`src/rtl/jtag_pkg.sv`:
```
// Shared frame geometry for the banked JTAG test data register.
// The header sits at the top of every scan frame; its bit positions are
// given as offsets from the frame MSB so they hold for any bank size.
package jtag_pkg;

    localparam int unsigned HDR_WR_FROM_MSB  = 0;  // write flag
    localparam int unsigned HDR_OVR_FROM_MSB = 1;  // override flag
    localparam int unsigned HDR_CH_FROM_MSB  = 2;  // MSB of channel index
    localparam int unsigned HDR_FLAG_BITS    = 2;  // wr + ovr

    // Width of the channel index field; never narrower than one bit.
    function automatic int unsigned jtag_ch_bits(input int unsigned n_ch);
        return (n_ch <= 2) ? 1 : $clog2(n_ch);
    endfunction

    // Total scan length: flags + channel index + scope + configuration.
    function automatic int unsigned jtag_frame_len(input int unsigned n_ch,
                                                   input int unsigned n_scope,
                                                   input int unsigned n_conf);
        return HDR_FLAG_BITS + jtag_ch_bits(n_ch) + n_scope + n_conf;
    endfunction

endpackage

```
`src/rtl/jtag_tdr_chan.sv`:
```
// One instrument slot of the bank: configuration, override select,
// update-pending handshake and sticky overrun flag.
module jtag_tdr_chan #(
    parameter int unsigned       N_CONF    = 8,
    parameter logic [N_CONF-1:0] INIT_CONF = '0
) (
    input  logic              tck,
    input  logic              trst,
    input  logic              wr_stb_i,     // update addressed this slot with wr=1
    input  logic              ovr_i,
    input  logic [N_CONF-1:0] conf_i,
    input  logic              ack_i,        // instrument took the pending config
    input  logic              clr_ovf_i,    // capture read this slot's status
    input  logic [N_CONF-1:0] cfi_i,
    output logic [N_CONF-1:0] cfo_o,
    output logic              upd_valid_o,
    output logic              ovr_o,
    output logic [N_CONF-1:0] cfg_o,
    output logic              ovf_o
);

    logic [N_CONF-1:0] cfg_q, cfg_d;
    logic              ovr_q, ovr_d;
    logic              pend_q, pend_d;
    logic              ovf_q, ovf_d;
    logic              accept;

    // A write lands if nothing is pending or the instrument acks in the same cycle.
    assign accept = wr_stb_i & (~pend_q | ack_i);

    // Next-state: ack clears pending, an accepted write re-arms it (set wins).
    always_comb begin
        // NOTE: every _d starts from its current value so no path leaves it unassigned (no latch).
        cfg_d  = cfg_q;
        ovr_d  = ovr_q;
        pend_d = pend_q;
        ovf_d  = ovf_q;
        if (ack_i) begin
            pend_d = 1'b0;
        end
        if (accept) begin
            cfg_d  = conf_i;
            ovr_d  = ovr_i;
            pend_d = 1'b1;
        end
        if (clr_ovf_i) begin
            ovf_d = 1'b0;
        end
        if (wr_stb_i && !accept) begin
            ovf_d = 1'b1;
        end
    end

    // Slot state register with synchronous reset.
    always_ff @(posedge tck) begin
        // NOTE: non-blocking assignments here so every flop samples pre-edge values.
        if (trst) begin
            // NOTE: the configuration store is plain flops, not a RAM, so it takes a reset value.
            cfg_q  <= INIT_CONF;
            ovr_q  <= 1'b0;
            pend_q <= 1'b0;
            ovf_q  <= 1'b0;
        end else begin
            cfg_q  <= cfg_d;
            ovr_q  <= ovr_d;
            pend_q <= pend_d;
            ovf_q  <= ovf_d;
        end
    end

    assign cfo_o       = ovr_q ? cfg_q : cfi_i;
    assign upd_valid_o = pend_q;
    assign ovr_o       = ovr_q;
    assign cfg_o       = cfg_q;
    assign ovf_o       = ovf_q;

endmodule

```
`src/rtl/jtag_tdr_bank.sv`:
```
// Banked JTAG test data register: one scan segment fronting N_CH instrument
// slots. Holds the shift register, the channel pointer, strobe decode and
// the capture mux; per-slot state lives in jtag_tdr_chan.
module jtag_tdr_bank
    import jtag_pkg::*;
#(
    parameter int unsigned                 N_CH       = 4,
    parameter int unsigned                 N_CONF     = 8,
    parameter int unsigned                 N_SCOPE    = 4,
    parameter logic [N_CH*N_CONF-1:0]      INIT_VALUE = '0
) (
    input  logic                      tck,
    input  logic                      trst,
    input  logic                      select,
    input  logic                      capture_dr,
    input  logic                      shift_dr,
    input  logic                      update_dr,
    input  logic                      tdi,
    output logic                      tdo,
    input  logic [N_CH*N_CONF-1:0]    cfi,
    input  logic [N_CH*N_SCOPE-1:0]   sfi,
    output logic [N_CH*N_CONF-1:0]    cfo,
    output logic [N_CH-1:0]           upd_valid,
    input  logic [N_CH-1:0]           upd_ack
);

    localparam int unsigned CHB    = jtag_ch_bits(N_CH);
    localparam int unsigned L      = jtag_frame_len(N_CH, N_SCOPE, N_CONF);
    localparam int unsigned WR_BIT = L - 1 - HDR_WR_FROM_MSB;
    localparam int unsigned OV_BIT = L - 1 - HDR_OVR_FROM_MSB;
    localparam int unsigned CH_MSB = L - 1 - HDR_CH_FROM_MSB;
    // One extra bit so N_CH itself is representable (N_CH=256 with CHB=8).
    localparam logic [CHB:0] N_CH_LIM = N_CH[CHB:0];

    logic [L-1:0]       sr_q, sr_d;
    logic [CHB-1:0]     ch_q, ch_d;

    logic               do_upd, do_cap, do_shf;
    logic               fr_wr, fr_ovr, fr_ch_ok;
    logic [CHB-1:0]     fr_ch;
    logic [N_CONF-1:0]  fr_conf;

    logic [N_CH-1:0]    wr_stb, clr_ovf, ovr_st, ovf_st;
    logic [N_CONF-1:0]  cfg_st [N_CH];

    logic               cap_ovf, cap_ovr;
    logic [N_SCOPE-1:0] cap_sfi;
    logic [N_CONF-1:0]  cap_cfg;
    logic [L-1:0]       cap_frame;

    // Strobe priority: update over capture over shift, all gated by select.
    assign do_upd = select & update_dr;
    assign do_cap = select & capture_dr & ~update_dr;
    assign do_shf = select & shift_dr & ~capture_dr & ~update_dr;

    // Frame fields as currently held in the shift register; scope is ignored.
    assign fr_wr    = sr_q[WR_BIT];
    assign fr_ovr   = sr_q[OV_BIT];
    assign fr_ch    = sr_q[CH_MSB -: CHB];
    assign fr_conf  = sr_q[N_CONF-1:0];
    assign fr_ch_ok = ({1'b0, fr_ch} < N_CH_LIM);

    // Capture mux: status of the slot under the pointer, plus per-slot strobes.
    always_comb begin
        cap_ovf = 1'b0;
        cap_ovr = 1'b0;
        cap_sfi = '0;
        cap_cfg = '0;
        wr_stb  = '0;
        clr_ovf = '0;
        for (int c = 0; c < N_CH; c++) begin
            if (ch_q == CHB'(c)) begin
                cap_ovf    = ovf_st[c];
                cap_ovr    = ovr_st[c];
                cap_sfi    = sfi[c*N_SCOPE +: N_SCOPE];
                cap_cfg    = cfg_st[c];
                clr_ovf[c] = do_cap;
            end
            wr_stb[c] = do_upd & fr_wr & fr_ch_ok & (fr_ch == CHB'(c));
        end
    end

    assign cap_frame = {cap_ovf, cap_ovr, ch_q, cap_sfi, cap_cfg};

    // Scan path and pointer next-state; an out-of-range channel changes nothing.
    always_comb begin
        sr_d = sr_q;
        ch_d = ch_q;
        if (do_cap) begin
            sr_d = cap_frame;
        end else if (do_shf) begin
            sr_d = {sr_q[L-2:0], tdi};
        end
        if (do_upd && fr_ch_ok) begin
            ch_d = fr_ch;
        end
    end

    // Shift register and channel pointer with synchronous reset.
    always_ff @(posedge tck) begin
        if (trst) begin
            sr_q <= '0;
            ch_q <= '0;
        end else begin
            sr_q <= sr_d;
            ch_q <= ch_d;
        end
    end

    assign tdo = sr_q[L-1];

    for (genvar c = 0; c < N_CH; c++) begin : g_ch
        jtag_tdr_chan #(
            .N_CONF    (N_CONF),
            .INIT_CONF (INIT_VALUE[c*N_CONF +: N_CONF])
        ) u_chan (
            .tck         (tck),
            .trst        (trst),
            .wr_stb_i    (wr_stb[c]),
            .ovr_i       (fr_ovr),
            .conf_i      (fr_conf),
            .ack_i       (upd_ack[c]),
            .clr_ovf_i   (clr_ovf[c]),
            .cfi_i       (cfi[c*N_CONF +: N_CONF]),
            .cfo_o       (cfo[c*N_CONF +: N_CONF]),
            .upd_valid_o (upd_valid[c]),
            .ovr_o       (ovr_st[c]),
            .cfg_o       (cfg_st[c]),
            .ovf_o       (ovf_st[c])
        );
    end

endmodule

```
`config.mk`:
```
export PLATFORM = sky130hd
export DESIGN_NAME = jtag_tdr_bank
export DESIGN_NICKNAME = d
export VERILOG_FILES = /design/src/rtl/jtag_pkg.sv /design/src/rtl/jtag_tdr_chan.sv /design/src/rtl/jtag_tdr_bank.sv
export SDC_FILE = /design/constraint.sdc
export NUM_CORES = 1
export LEC_CHECK = 0
export ABC_AREA = 1
export CORE_MARGIN = 1.5
export CORE_UTILIZATION = 48
export DETAILED_ROUTE_END_ITERATION = 10
export PLACE_DENSITY = 0.8
export SYNTH_ARGS = -nofsm -noshare
export SYNTH_HDL_FRONTEND = slang
export SYNTH_SLANG_ARGS = --single-unit
```
`constraint.sdc`:
```
create_clock -name tck -period 1.6 [get_ports tck]
set_input_delay 0.24 -clock tck [delete_from_list [all_inputs] [get_ports tck]]
set_output_delay 0.24 -clock tck [all_outputs]
set_load 0.1 [all_outputs]
```
== Word level (Yosys, flattened, before mapping) ==
Cells that the tools add are included.
Word-level totals
  flip-flop bits (word level): 62
  input bits: 59
  output and inout bits: 37
  logic and storage cells: 110
Cells by class
  eq/ne operators: 6
  mux-type cells: 42
  bitwise operators: 25
  reduce and logical (&&, ||, !) cells: 19
Operators with widths (number)
  two-way mux 8 bit: 8
  two-way mux 16 bit: 2
  two-way mux 1 bit: 28
  nonzero test 2 bit: 9
  two-way mux 4 bit: 4
  AND 1 bit: 15
  == test 2 bit (second input constant): 4
  inverter 1 bit: 6
  == test 2 x 1 -> 1 bit (second input constant): 2
  logical AND 1 bit: 4
  zero test 1 bit: 4
  zero test 2 bit: 2
  bitwise OR 1 bit: 4

== Longest topological paths before layout ==
Gate-level depths: netlist of run 1.
  depth after elaboration: 7
  depth in mapped cells: 6
  mapped depth without buffers: 6

== By module ==
Synthesis of run 1 repeated with hierarchy kept, for this count alone.
Unflattened totals
  cell total of the unflattened synthesis: 521
  area, all modules: 3881.2 µm²
By module, submodules not included
  jtag_tdr_chan: times used 4, cells each 77, area each 619.3 µm², seq. area each 220.2 µm²
  jtag_tdr_bank: times used 1, cells each 213, area each 1403.8 µm², seq. area each 360.3 µm²

== Least setup slack after synthesis of run 1 ==
No wires, ideal clock.
  path kind: register -> output
  start: register g_ch[2].u_chan.ovr_q
  end: output cfo[20]
  data arrival time: 2.782 ns
  required time: 1.360 ns
  slack: -1.422 ns
  cell stages (with the launch flop): 4
  buffers on the path: 1
  cell sequence: dfxtp_1 inv_1 clkbuf_1 o21ai_0
Between the ends
  cells in the longest elaborated chain, start to end: 1
Ends and longest elaborated chain
  from (decl): line jtag_tdr_chan.sv:23  | logic ovr_q, ovr_d;
  from (signal assigned): line jtag_tdr_chan.sv:65  | ovr_q <= ovr_d;
  two-way mux 8 bit: line jtag_tdr_chan.sv:71  | assign cfo_o = ovr_q ? cfg_q : cfi_i;
  to (decl): line jtag_tdr_bank.sv:22  | output logic [N_CH*N_CONF-1:0] cfo,
Every way passes these cells.

== Worst setup path after layout of run 1 ==
  start: register g_ch[2].u_chan.ovr_q
  end: output cfo[23]
The elaborated chain is that of the path after synthesis.

==> load_flow_metrics.sql, run 1 <==
INSERT INTO impl_metrics (metric_group, metric, value, unit) VALUES
('status', 'outcome', 'finished, violations left', ''),
('status', 'failed_checks', 'setup timing', ''),
('place', 'dp_hpwl', '7.59', 'mm'),
('route', 'detail_route.vias_per_cell', '5.22', ''),
('finish', 'final_cell_area', '5410', 'um2'),
('finish', 'area_growth_syn_to_layout', '58.7', '%'),
('clock_tree', 'ctsLongestPathBuffers', '2', ''),
('timing', 'tns', '-0.0185', 'ns'),
('route', 'antenna_violating_nets_post_route', '0', ''),
('route', 'first_iter_violations', '360', ''),
('finish', 'antennaDiodeCount', '0', ''),
('timing', 'min_period', '1.62', 'ns'),
('worst_setup_path', 'path_cells', 'clkinvlp_4, buf_6, o21ai_4, buf_12', ''),
('timing', 'report.final.slew_viol_count', '0', ''),
('route', 'drt_pre_antenna_iters', '4', ''),
('route', 'drc_errors', '0', ''),
('grt', 'grt-busiest-layer', 'met2', ''),
('worst_setup_path', 'timing.critical_path.to_type', 'output port', ''),
('grt', 'met2_usage', '45.0', '%'),
('place', 'place_inst', '719', ''),
('power', 'cellPowerDensity', '780', 'nW/um2'),
('logic_synthesis', 'synth.yosys.seq_area_share', '36.4', '%'),
('finish', 'layout.nets', '700', ''),
('route', 'drt_wl_total', '10.5', 'mm'),
('timing', 'tightestPinTransition', '0.528', 'ns'),
('power', 'p_leak', '2.53', 'nW'),
('floorplanning', 'dieArea', '7610', 'um2'),
('grt', 'grt.overflow.total', '0', ''),
('timing', 'maxSlewHeadroom', '64.7', '%'),
('finish', 'final_instance_count_excl_fillers', '741', ''),
('worst_setup_path', 'worst-path-max-fanout', '6', ''),
('place', 'dpl_worst_slack', '-0.0554', 'ns'),
('worst_setup_path', 'cp_slowest_cell', 'sky130_fd_sc_hd__dfxtp_4', ''),
('floorplanning', 'core_area', '6830', 'um2'),
('grt', 'grt_util_all_layers', '28.0', '%'),
('place', 'port-buffer-count', '95', ''),
('floorplanning', 'io_pins', '96', ''),
('timing', 'timing.fmax', '619', 'MHz'),
('timing', 'min_period_over_period', '101', '%'),
('clock_tree', 'cts_root_buf', 'sky130_fd_sc_hd__clkbuf_8', ''),
('grt', 'use_met1', '37.0', '%'),
('clock_tree', 'path_clk_slew', '0.07', 'ns'),
('place', 'post_dp_area', '4970', 'um2'),
('logic_synthesis', 'synth-seq-cells', '62', ''),
('logic_synthesis', 'syn-mean-instance-area', '6.37', 'um2'),
('grt', 'first_global_vias', '3661', ''),
('grt', 'initial_antenna_violation_count', '0', ''),
('grt', 'grt_first_pass_wirelength', '16.8', 'mm'),
('clock_tree', 'clkLatencyLatePin', '0.34', 'ns'),
('logic_synthesis', 'synth_largest_area_cell', 'sky130_fd_sc_hd__dfxtp_1', ''),
('timing', 'fin_ws', '-0.0154', 'ns'),
('clock_tree', 'cts_num_sinks', '62', ''),
('logic_synthesis', 'netlist_instances', '535', ''),
('logic_synthesis', 'post_synth_instance_area', '3410', 'um2'),
('logic_synthesis', 'warning_count_from_the_yosys_run', '0', ''),
('logic_synthesis', 'netlist-cell-type-count', '22', ''),
('finish', 'post_route_cells_drive_above_1_share', '20.3', '%'),
('timing', 'grt_setup_unrepaired', 'true', ''),
('grt', 'maximum_number_of_pins_on_one_net_before_global_route_repair', '30', ''),
('clock_tree', 'cts_buffers', '9', ''),
('floorplanning', 'die-width', '87.3', 'um'),
('floorplanning', 'initial_core_util', '49.9', '%'),
('worst_setup_path', 'worst-endpoint-arrival', '1.38', 'ns'),
('worst_setup_path', 'critical_path.startpoint_type', 'flop', ''),
('logic_synthesis', 'mappedNetlistNets', '594', ''),
('power', 'vdd.ir_drop.worst', '0.000506', 'V'),
('worst_setup_path', 'cpPeakStageDelay', '0.36', 'ns'),
('floorplanning', 'chipHeight', '87.3', 'um'),
('logic_synthesis', 'synth_top_cells_by_area', 'sky130_fd_sc_hd__dfxtp_1 36%, sky130_fd_sc_hd__nand2_1 17%, sky130_fd_sc_hd__nor2_1 10%', ''),
('worst_setup_path', 'worst-endpoint-required', '1.36', 'ns'),
('floorplanning', 'rows', '30', ''),
('grt', 'groute.layer.met3.usage', '5.50', '%'),
('place', 'gp_congestion', '0.872', ''),
('route', 'detail_route.wl_per_cell', '14.2', 'um'),
('timing', 'setup_violations', '2', ''),
('route', 'vias_after_detailed_routing', '3870', ''),
('hold_path', 'hold_path.class', 'reg -> reg', ''),
('worst_setup_path', 'worst_path_class_setup', 'reg -> out', ''),
('clock_tree', 'h-tree-depth', '3', ''),
('clock_tree', 'cts_tree', 'yes', ''),
('job', 'cap_violations', '0', ''),
('timing', 'final.setup_skew', '0.00827', 'ns'),
('timing', 'finalHoldViolCount', '0', ''),
('logic_synthesis', 'synth_top_area_share', '36.4', '%');
-- cell usage after synthesis --
| library cell | instances |
|---|---|
| sky130_fd_sc_hd__a211oi_1 | 1 |
| sky130_fd_sc_hd__a21oi_1 | 30 |
| sky130_fd_sc_hd__buf_2 | 2 |
| sky130_fd_sc_hd__buf_4 | 6 |
| sky130_fd_sc_hd__buf_6 | 4 |
| sky130_fd_sc_hd__clkbuf_1 | 17 |
| sky130_fd_sc_hd__clkinv_1 | 3 |
| sky130_fd_sc_hd__dfxtp_1 | 62 |
| sky130_fd_sc_hd__inv_1 | 39 |
| sky130_fd_sc_hd__inv_2 | 1 |
| sky130_fd_sc_hd__nand2_1 | 150 |
| sky130_fd_sc_hd__nand2_2 | 1 |
| sky130_fd_sc_hd__nand2_4 | 1 |
| sky130_fd_sc_hd__nand3_1 | 30 |
| sky130_fd_sc_hd__nand3_4 | 4 |
| sky130_fd_sc_hd__nand4_1 | 9 |
| sky130_fd_sc_hd__nor2_1 | 95 |
| sky130_fd_sc_hd__nor2_4 | 1 |
| sky130_fd_sc_hd__nor2_8 | 2 |
| sky130_fd_sc_hd__nor3_1 | 2 |
| sky130_fd_sc_hd__o21ai_0 | 62 |
| sky130_fd_sc_hd__o21bai_1 | 13 |
-- flip-flops by register name (all words and copies together) (netlist names) --
signal,count
g_ch.u_chan.cfg_o,32
sr_q,16
g_ch.u_chan.ovf_o,4
g_ch.u_chan.ovr_o,4
g_ch.u_chan.upd_valid_o,4
ch_q,2
-- layer usage --
metal	part of all wire, %	routed length (um)
met5	0	0
met4	1.9	203
met2	47	4950
met1	44	4570
met3	7.4	773
-- kinds of logic (layout without fill, tap and decap cells) --
family | after synthesis | in the layout | share of synthesized area (%)
AO/OA/AOI/OAI | 106 | 106 | 16.6
buffers and inverters | 72 | 182 | 9.55
flip-flops | 62 | 62 | 36.4
AND/OR/NAND/NOR | 295 | 295 | 37.4
-- area by class of cell --
cell class / count / area [um2]
multi-input combinational: 401 / 2050
clock buffer: 10 / 128
inverter: 43 / 169
tap: 96 / 120
timing repair buffer: 124 / 1610
sequential: 62 / 1250
fill: 476 / 1430
clock inverter: 5 / 75.1
-- final timing paths --
check	startpoint	end	slack, ns	cells past startpoint
setup reg to reg	ch_q[0]	sr_q[8]	0.17	5
hold / removal	g_ch[0].u_chan.ovf_o	g_ch[0].u_chan.ovf_o	0.48	2
setup / recovery	g_ch[2].u_chan.ovr_o	cfo[23]	-0.02	4
hold reg to reg	g_ch[0].u_chan.ovf_o	g_ch[0].u_chan.ovf_o	0.48	2
-- critical path, delay by kind of cell (launching register included) --
family                 cells  cell delay, ns
AO/OA/AOI/OAI              1            0.14
buffers and inverters      3            0.54
flip-flops                 1            0.36
-- cell usage in the layout (no fill, tap or decap), types with 3 or more instances in the layout --
master | synthesis | final
sky130_fd_sc_hd__nand2_4 | 1 | 3
sky130_fd_sc_hd__nand3_4 | 4 | 4
sky130_fd_sc_hd__nand4_1 | 9 | 9
sky130_fd_sc_hd__buf_12 | 0 | 40
sky130_fd_sc_hd__o21ai_2 | 0 | 14
sky130_fd_sc_hd__clkbuf_8 | 0 | 9
sky130_fd_sc_hd__nor2_1 | 95 | 95
sky130_fd_sc_hd__clkinv_1 | 3 | 3
sky130_fd_sc_hd__inv_1 | 39 | 36
sky130_fd_sc_hd__buf_4 | 6 | 21
sky130_fd_sc_hd__dfxtp_1 | 62 | 59
sky130_fd_sc_hd__buf_6 | 4 | 3
sky130_fd_sc_hd__nand2_1 | 150 | 140
sky130_fd_sc_hd__o21bai_1 | 13 | 13
sky130_fd_sc_hd__a21oi_1 | 30 | 30
sky130_fd_sc_hd__nand3_1 | 30 | 30
sky130_fd_sc_hd__clkdlybuf4s50_1 | 0 | 58
sky130_fd_sc_hd__o21ai_0 | 62 | 35
sky130_fd_sc_hd__nand2_2 | 1 | 9
sky130_fd_sc_hd__o21ai_4 | 0 | 11
sky130_fd_sc_hd__clkinv_2 | 0 | 3
-- metrics by stage --
stage                     hold slack (ns)  total power, W  util, %
after floorplan                     0.379         0.00227        -
after global placement              0.458         0.00273     72.8
after detailed placement            0.466         0.00275     72.8
after CTS                           0.476         0.00420     77.5
after global routing                0.494         0.00435     79.1
final                               0.481         0.00421     79.1
-- power by group --
| group | internal [W] | switching, W |
|---|---|---|
| clock | 0.000861 | 0.000602 |
| combinational | 0.000453 | 0.000657 |
| sequential | 0.00158 | 0.0000617 |
-- timing repair --
action                     4_1_cts  5_1_grt
hold buffers                     0        0
setup buffers                    7        0
pin swaps                        0        2
setup endpoints to repair       25       24
gates resized for setup         15       26
Power figures use the tool's default switching activity.
==> run 2, diff against run 1 <==
--- a/config.mk
+++ b/config.mk
@@ -7,9 +7,11 @@
 export LEC_CHECK = 0
 export ABC_AREA = 1
 export CORE_MARGIN = 1.5
-export CORE_UTILIZATION = 48
+export CORE_UTILIZATION = 50
 export DETAILED_ROUTE_END_ITERATION = 10
-export PLACE_DENSITY = 0.8
+export GPL_TIMING_DRIVEN = 0
+export PLACE_DENSITY = 0.81
 export SYNTH_ARGS = -nofsm -noshare
 export SYNTH_HDL_FRONTEND = slang
+export SYNTH_HIERARCHICAL = 1
 export SYNTH_SLANG_ARGS = --single-unit
==> run 2 against run 1 <==
Effect of this change: the flow still finishes with violations (setup timing); non-clock buffer count up 14; first-iteration DRC count down 46%; synthesized cell count down 2.6%; register-to-register slack worse by 0.07 ns; sequential cell count did not move; core utilization rose by 0.16 points; global-route usage is 0.55 points higher; maximum frequency shrank 2.5%; sequential power is essentially flat; synthesized area rose by 14%; highest routed layer unchanged.
==> load_flow_metrics.sql, run 2 <==
INSERT INTO impl_metrics (metric_group, metric, value, unit) VALUES
('finish', 'layout.cells.most_common_list', '74 x sky130_fd_sc_hd__nand2_1, 73 x sky130_fd_sc_hd__nor2_1, 68 x sky130_fd_sc_hd__nand3_1, 56 x sky130_fd_sc_hd__clkdlybuf4s50_1, 53 x sky130_fd_sc_hd__dfxtp_1', ''),
('logic_synthesis', 'synthMostInstantiatedCell', 'sky130_fd_sc_hd__nand2_1', ''),
('finish', 'largest_register_ff_count', '32', ''),
('grt', 'grt.overflow.total', '0', ''),
('worst_setup_path', 'worst-endpoint-required', '1.36', 'ns'),
('power', 'p_leak', '2.49', 'nW'),
('route', 'detail_route.vias_per_cell', '5.31', ''),
('timing', 'finalHoldViolCount', '0', ''),
('worst_setup_path', 'critical_path.most_common_cell', 'sky130_fd_sc_hd__buf_6', ''),
('place', 'dp_hpwl', '8.47', 'mm'),
('logic_synthesis', 'netlist-cell-type-count', '23', ''),
('worst_setup_path', 'critical_path.startpoint_type', 'flop', ''),
('timing', 'min_period', '1.66', 'ns'),
('floorplanning', 'initial_core_util', '52.7', '%'),
('timing', 'timing.fmax', '604', 'MHz'),
('place', 'gp_congestion', '0.904', ''),
('floorplanning', 'dieArea', '8300', 'um2'),
('floorplanning', 'chipHeight', '91.1', 'um'),
('status', 'failed_checks', 'setup timing', ''),
('worst_setup_path', 'worst_path_class_setup', 'reg -> out', ''),
('logic_synthesis', 'synth_top_cells_by_area', 'sky130_fd_sc_hd__dfxtp_1 32%, sky130_fd_sc_hd__a21oi_2 10%, sky130_fd_sc_hd__mux2_2 9.3%', ''),
('grt', 'initial_antenna_violation_count', '0', ''),
('worst_setup_path', 'timing.critical_path.to_type', 'output port', ''),
('clock_tree', 'ctsLongestPathBuffers', '2', ''),
('logic_synthesis', 'synth-seq-cells', '62', ''),
('route', 'first_iter_violations', '193', ''),
('worst_setup_path', 'worst-endpoint-arrival', '1.42', 'ns'),
('route', 'drt_wl_total', '12.6', 'mm'),
('place', 'port-buffer-count', '95', ''),
('clock_tree', 'cts_num_sinks', '62', ''),
('finish', 'final_util', '79.3', '%'),
('floorplanning', 'core_area', '7370', 'um2'),
('finish', 'final_cell_area', '5840', 'um2'),
('clock_tree', 'cts_tree', 'yes', ''),
('place', 'post_dp_area', '4960', 'um2'),
('logic_synthesis', 'synth_largest_area_cell', 'sky130_fd_sc_hd__dfxtp_1', ''),
('logic_synthesis', 'post_synth_instance_area', '3880', 'um2'),
('worst_setup_path', 'path_cells', 'buf_6, buf_6, mux2_4, buf_12', ''),
('route', 'wl_met3', '759', 'um'),
('route', 'routed.top_layer', 'met4', ''),
('job', 'cap_violations', '0', ''),
('worst_setup_path', 'cpPeakStageDelay', '0.36', 'ns'),
('route', 'detail_route.wl_per_cell', '17.0', 'um'),
('worst_setup_path', 'cp_slowest_cell', 'sky130_fd_sc_hd__dfxtp_2', ''),
('floorplanning', 'io_pins', '96', ''),
('clock_tree', 'clkLatencyLatePin', '0.34', 'ns'),
('clock_tree', 'h-tree-depth', '3', ''),
('finish', 'area_growth_syn_to_layout', '50.6', '%'),
('hold_path', 'hold_path.class', 'in -> reg', ''),
('route', 'antenna_violating_nets_post_route', '0', ''),
('logic_synthesis', 'netlist_instances', '521', ''),
('timing', 'setup_violations', '4', ''),
('logic_synthesis', 'ys.flop_type', 'sky130_fd_sc_hd__dfxtp_1', ''),
('clock_tree', 'cts_root_buf', 'sky130_fd_sc_hd__clkbuf_8', ''),
('power', 'cellPowerDensity', '762', 'nW/um2'),
('logic_synthesis', 'syn-mean-instance-area', '7.45', 'um2'),
('finish', 'layout_commonest_cell', 'sky130_fd_sc_hd__nand2_1', ''),
('logic_synthesis', 'warning_count_from_the_yosys_run', '6', ''),
('logic_synthesis', 'synth.yosys.seq_area_share', '32.0', '%'),
('timing', 'maxSlewHeadroom', '63.9', '%'),
('finish', 'layout.nets', '699', ''),
('grt', 'grt_first_pass_wirelength', '18.8', 'mm'),
('clock_tree', 'cts_buffers', '9', ''),
('clock_tree', 'post_cts_hold_buffer_count', '0', ''),
('grt', 'grt_util_all_layers', '28.6', '%'),
('logic_synthesis', 'mappedNetlistNets', '580', ''),
('power', 'vdd.ir_drop.worst', '0.000568', 'V'),
('timing', 'fin_ws', '-0.0567', 'ns'),
('timing', 'final.setup_skew', '0.0113', 'ns'),
('power', 'report.power.total', '0.00446', 'W'),
('clock_tree', 'path_clk_slew', '0.08', 'ns'),
('floorplanning', 'die-width', '91.1', 'um'),
('worst_setup_path', 'worst-path-max-fanout', '5', ''),
('grt', 'maximum_number_of_pins_on_one_net_before_global_route_repair', '20', ''),
('grt', 'first_global_vias', '3736', ''),
('timing', 'report.final.slew_viol_count', '0', ''),
('route', 'drt_pre_antenna_iters', '4', ''),
('logic_synthesis', 'most_frequent_cells_after_synthesis', '75 x sky130_fd_sc_hd__nand2_1, 73 x sky130_fd_sc_hd__nor2_1, 68 x sky130_fd_sc_hd__nand3_1', ''),
('logic_synthesis', 'synth_top_area_share', '32.0', '%'),
('floorplanning', 'rows', '31', ''),
('route', 'drc_errors', '0', ''),
('finish', 'post_route_cells_drive_above_1_share', '31.6', '%'),
('logic_synthesis', 'post_synth_edffs', '0', ''),
('route', 'routed-wl-met2', '6.49', 'mm'),
('timing', 'tightestPinTransition', '0.544', 'ns'),
('route', 'wl_met1', '5.16', 'mm'),
('timing', 'grt_setup_unrepaired', 'true', ''),
('logic_synthesis', 'share_of_flip_flops_with_an_asynchronous_set_or_reset_after_synthesis', '0', '%'),
('finish', 'antennaDiodeCount', '0', ''),
('timing', 'min_period_over_period', '104', '%'),
('status', 'outcome', 'finished, violations left', ''),
('route', 'vias_after_detailed_routing', '3952', '');
[run 2: through the flow]
step | setup slack (ns) | TNS, ns | hold WS [ns] | std cells
after floorplan | 0.0827 | 0 | 0.302 | 521
after global placement | -0.609 | -44.15 | 0.452 | 715
after detailed placement | -0.629 | -45.14 | 0.457 | 715
after CTS | -0.0640 | -0.194 | 0.455 | 740
after global routing | -0.0867 | -0.456 | 0.444 | 744
final | -0.0567 | -0.116 | 0.408 | 744
[run 2: worst paths after layout]
path | endpoint | cells after the start | startpoint | slack (ns)
worst max-delay path | cfo[1] | 4 | g_ch[0].u_chan/ovr_o | -0.06
worst min-delay path | g_ch[1].u_chan/upd_valid_o | 2 | trst | 0.41
worst max register to register | g_ch[2].u_chan/ovf_o | 5 | sr_q[13] | 0.10
worst min register to register | g_ch[2].u_chan/ovf_o | 2 | g_ch[2].u_chan/ovf_o | 0.47
[run 2: metal layers]
metal | GRT usage (%) | up-vias
li1 | - | 1948
met1 | 34.3 | 1833
met2 | 51.3 | 148
met3 | 4.94 | 23
met4 | 9.11 | 0
met5 | 0 | -
[run 2: area by class of cell]
type                       instances  area, um2
tap                               99        124
clock inverter                     3       65.1
multi-input combinational        369       2310
inverter                          60        225
fill                             499       1530
timing repair buffer             108       1400
clock buffer                      13        169
buffer                            30        297
sequential                        62       1250
[run 2: report_power, final]
part           internal, W  total, W  switching [W]
combinational     0.000490   0.00116       0.000672
clock              0.00100   0.00164       0.000640
sequential         0.00158   0.00165      0.0000678
total              0.00308   0.00446        0.00138
[run 2: what timing repair did]
item                                    4_1_cts  5_1_grt
endpoints found under the setup margin       90       60
cloned                                        3        1
pin swaps                                     0        1
resized for setup                           289       83
buffers inserted                              6        3
[run 2: critical path, delay by kind of cell, from the launching register on]
kind,cells,cell delay [ns]
multiplexers,1,0.30
buffers and inverters,3,0.41
flip-flops,1,0.36
[run 2: cells by family after synthesis]
logic type / share of synthesized area [%]
compound gates: 19.0
buf+inv: 12.9
flops: 32.0
mux: 9.28
simple gates: 26.8
==> run 3, diff against run 2 <==
--- a/config.mk
+++ b/config.mk
@@ -9,7 +9,6 @@
 export CORE_MARGIN = 1.5
 export CORE_UTILIZATION = 50
 export DETAILED_ROUTE_END_ITERATION = 10
-export GPL_TIMING_DRIVEN = 0
 export PLACE_DENSITY = 0.81
 export SYNTH_ARGS = -nofsm -noshare
 export SYNTH_HDL_FRONTEND = slang
==> run 3 against run 2 <==
Effect of this change: hold slack gained 0.060 ns; largest cell class unchanged; combinational power down 4%; sequential power barely moved; the flow now finishes without violations; largest power group unchanged; critical path depth fell by 1; global-route usage down 0.96 points; core utilization down 3.1 points; power fell by 8.6%; routed wire length shrank 12%; critical path type unchanged; highest routed layer unchanged.
==> load_flow_metrics.sql, run 3 (same netlist as run 2, synthesis figures left out) <==
INSERT INTO impl_metrics (metric_group, metric, value, unit) VALUES
('status', 'outcome', 'completed', ''),
('grt', 'grt_util_all_layers', '27.6', '%'),
('place', 'port-buffer-count', '95', ''),
('route', 'antenna_violating_nets_post_route', '0', ''),
('floorplanning', 'dieArea', '8300', 'um2'),
('floorplanning', 'io_pins', '96', ''),
('power', 'sequentialPowerShare', '40.6', '%'),
('finish', 'post_route_cells_drive_above_1_share', '30.0', '%'),
('power', 'power.net_switching', '0.00133', 'W'),
('timing', 'final.setup_skew', '0.00515', 'ns'),
('power', 'power.share.combinational', '27.4', '%'),
('worst_setup_path', 'cpPeakStageDelay', '0.37', 'ns'),
('route', 'drc_errors', '0', ''),
('route', 'drt_pre_antenna_iters', '5', ''),
('worst_setup_path', 'worst_path_class_setup', 'reg -> out', ''),
('timing', 'tightestPinTransition', '0.412', 'ns'),
('grt', 'grt_first_pass_wirelength', '18.4', 'mm'),
('power', 'p_sw_share', '32.8', '%'),
('power', 'clockPowerShare', '32.0', '%'),
('finish', 'layout.cells.most_common_list', '75 x sky130_fd_sc_hd__nand2_1, 73 x sky130_fd_sc_hd__nor2_1, 68 x sky130_fd_sc_hd__nand3_1, 58 x sky130_fd_sc_hd__clkdlybuf4s50_1, 52 x sky130_fd_sc_hd__dfxtp_1', ''),
('worst_setup_path', 'critical_path.startpoint_type', 'flop', ''),
('route', 'detail_route.wl_per_cell', '15.2', 'um'),
('power', 'vdd.ir_drop.worst', '0.000496', 'V'),
('grt', 'grt.overflow.total', '0', ''),
('floorplanning', 'initial_core_util', '52.7', '%'),
('finish', 'antennaDiodeCount', '0', ''),
('grt', 'maximum_number_of_pins_on_one_net_before_global_route_repair', '29', ''),
('worst_setup_path', 'worst-endpoint-required', '1.36', 'ns'),
('timing', 'setup_violations', '0', ''),
('floorplanning', 'chipHeight', '91.1', 'um'),
('worst_setup_path', 'worst-path-max-fanout', '7', ''),
('timing', 'grt_setup_unrepaired', 'true', ''),
('finish', 'final_cell_area', '5620', 'um2'),
('finish', 'final_util', '76.2', '%'),
('timing', 'min_period_over_period', '99.4', '%'),
('route', 'drt_wl_total', '11.1', 'mm'),
('place', 'gp_congestion', '0.862', ''),
('place', 'post_dp_area', '5350', 'um2'),
('floorplanning', 'core_area', '7370', 'um2'),
('clock_tree', 'cts_num_sinks', '62', ''),
('clock_tree', 'path_clk_slew', '0.07', 'ns'),
('grt', 'first_global_vias', '3785', ''),
('power', 'cellPowerDensity', '725', 'nW/um2'),
('route', 'first_iter_violations', '236', ''),
('worst_setup_path', 'path_cells', 'buf_6, mux2_2, buf_12', ''),
('timing', 'finalHoldViolCount', '0', ''),
('grt', 'initial_antenna_violation_count', '0', ''),
('clock_tree', 'cts_buffers', '9', ''),
('finish', 'multi_input_area', '2190', 'um2'),
('timing', 'timing.fmax', '629', 'MHz'),
('finish', 'area_growth_syn_to_layout', '44.7', '%'),
('clock_tree', 'clkLatencyLatePin', '0.34', 'ns'),
('clock_tree', 'cts_tree', 'yes', ''),
('timing', 'min_period', '1.59', 'ns'),
('power', 'p_leak', '2.31', 'nW'),
('worst_setup_path', 'worst-endpoint-arrival', '1.35', 'ns'),
('hold_path', 'hold_path.class', 'reg -> reg', ''),
('floorplanning', 'die-width', '91.1', 'um'),
('worst_setup_path', 'timing.critical_path.to_type', 'output port', ''),
('timing', 'report.final.slew_viol_count', '0', ''),
('finish', 'regArea', '1260', 'um2'),
('clock_tree', 'h-tree-depth', '3', ''),
('worst_setup_path', 'worst-r2r-setup-slack', '0.16', 'ns'),
('floorplanning', 'rows', '31', ''),
('job', 'cap_violations', '0', ''),
('finish', 'layout.nets', '684', ''),
('clock_tree', 'cts_root_buf', 'sky130_fd_sc_hd__clkbuf_8', ''),
('finish', 'layout_commonest_cell', 'sky130_fd_sc_hd__nand2_1', ''),
('place', 'dp_hpwl', '8.32', 'mm'),
('timing', 'maxSlewHeadroom', '72.5', '%'),
('power', 'internal-power', '0.00274', 'W'),
('clock_tree', 'ctsLongestPathBuffers', '2', ''),
('route', 'vias_after_detailed_routing', '3930', ''),
('worst_setup_path', 'cp_slowest_cell', 'sky130_fd_sc_hd__mux2_2', ''),
('finish', 'largest_register_ff_count', '32', ''),
('route', 'detail_route.vias_per_cell', '5.39', ''),
('finish', 'fill_cells', '550', '');
## run 3: per-stage QoR
stage               cells  total power (W)    TNS, ns  hold WS (ns)  setup slack, ns
detailed placement    710          0.00279      -9.03         0.459           -0.257
finish                729          0.00407          0         0.468          0.00918
CTS                   726          0.00407  -0.000317         0.469        -0.000317
global route          729          0.00423     -0.328         0.495          -0.0389
floorplan             521          0.00232          0         0.302           0.0827
global placement      710          0.00277      -5.50         0.450           -0.176
## run 3: power groups by stage
stage	Clock, W	Combinational, W	Sequential, W
floorplan	0	0.000653	0.00167
global placement	0	0.00108	0.00169
detailed placement	0	0.00110	0.00169
CTS	0.00131	0.00110	0.00165
global route	0.00139	0.00118	0.00166
finish	0.00130	0.00111	0.00165
## run 3: final timing paths
| path | start | end | depth (start not counted) |
|---|---|---|---|
| max reg2reg | sr_q[13] | g_ch[2].u_chan/cfg_o[2] | 6 |
| min reg2reg | g_ch[1].u_chan/ovf_o | g_ch[1].u_chan/ovf_o | 2 |
| min | g_ch[1].u_chan/ovf_o | g_ch[1].u_chan/ovf_o | 2 |
| max | g_ch[2].u_chan/ovr_o | cfo[17] | 3 |
## run 3: repair_timing
action | in CTS | in global routing
setup endpoints to repair | 28 | 39
gates resized for setup | 8 | 11
buffers inserted | 0 | 3
hold buffers | 0 | 0
pin swaps | 0 | 0
## run 3: critical path, delay by kind of cell (launching register included)
kind	cells	cell delay, ns
multiplexers	1	0.37
flip-flops	1	0.34
buffers and inverters	2	0.30
## run 3: cell type report
type	instances	share of cell area, %
sequential	62	22.4
timing repair buffer	123	29.0
clock buffer	13	3.01
inverter	60	4.01
clock inverter	3	0.312
multi-input combinational	369	39.0
tap	99	2.20
## run 3: routing by layer
metal / up-vias / part of all wire, % / global-route usage (%)
met4: 0 / 1.1 / 5.73
met3: 12 / 6.6 / 6.03
met2: 157 / 49 / 46.8
li1: 1920 / - / -
met1: 1841 / 44 / 35.9
met5: - / 0 / 0
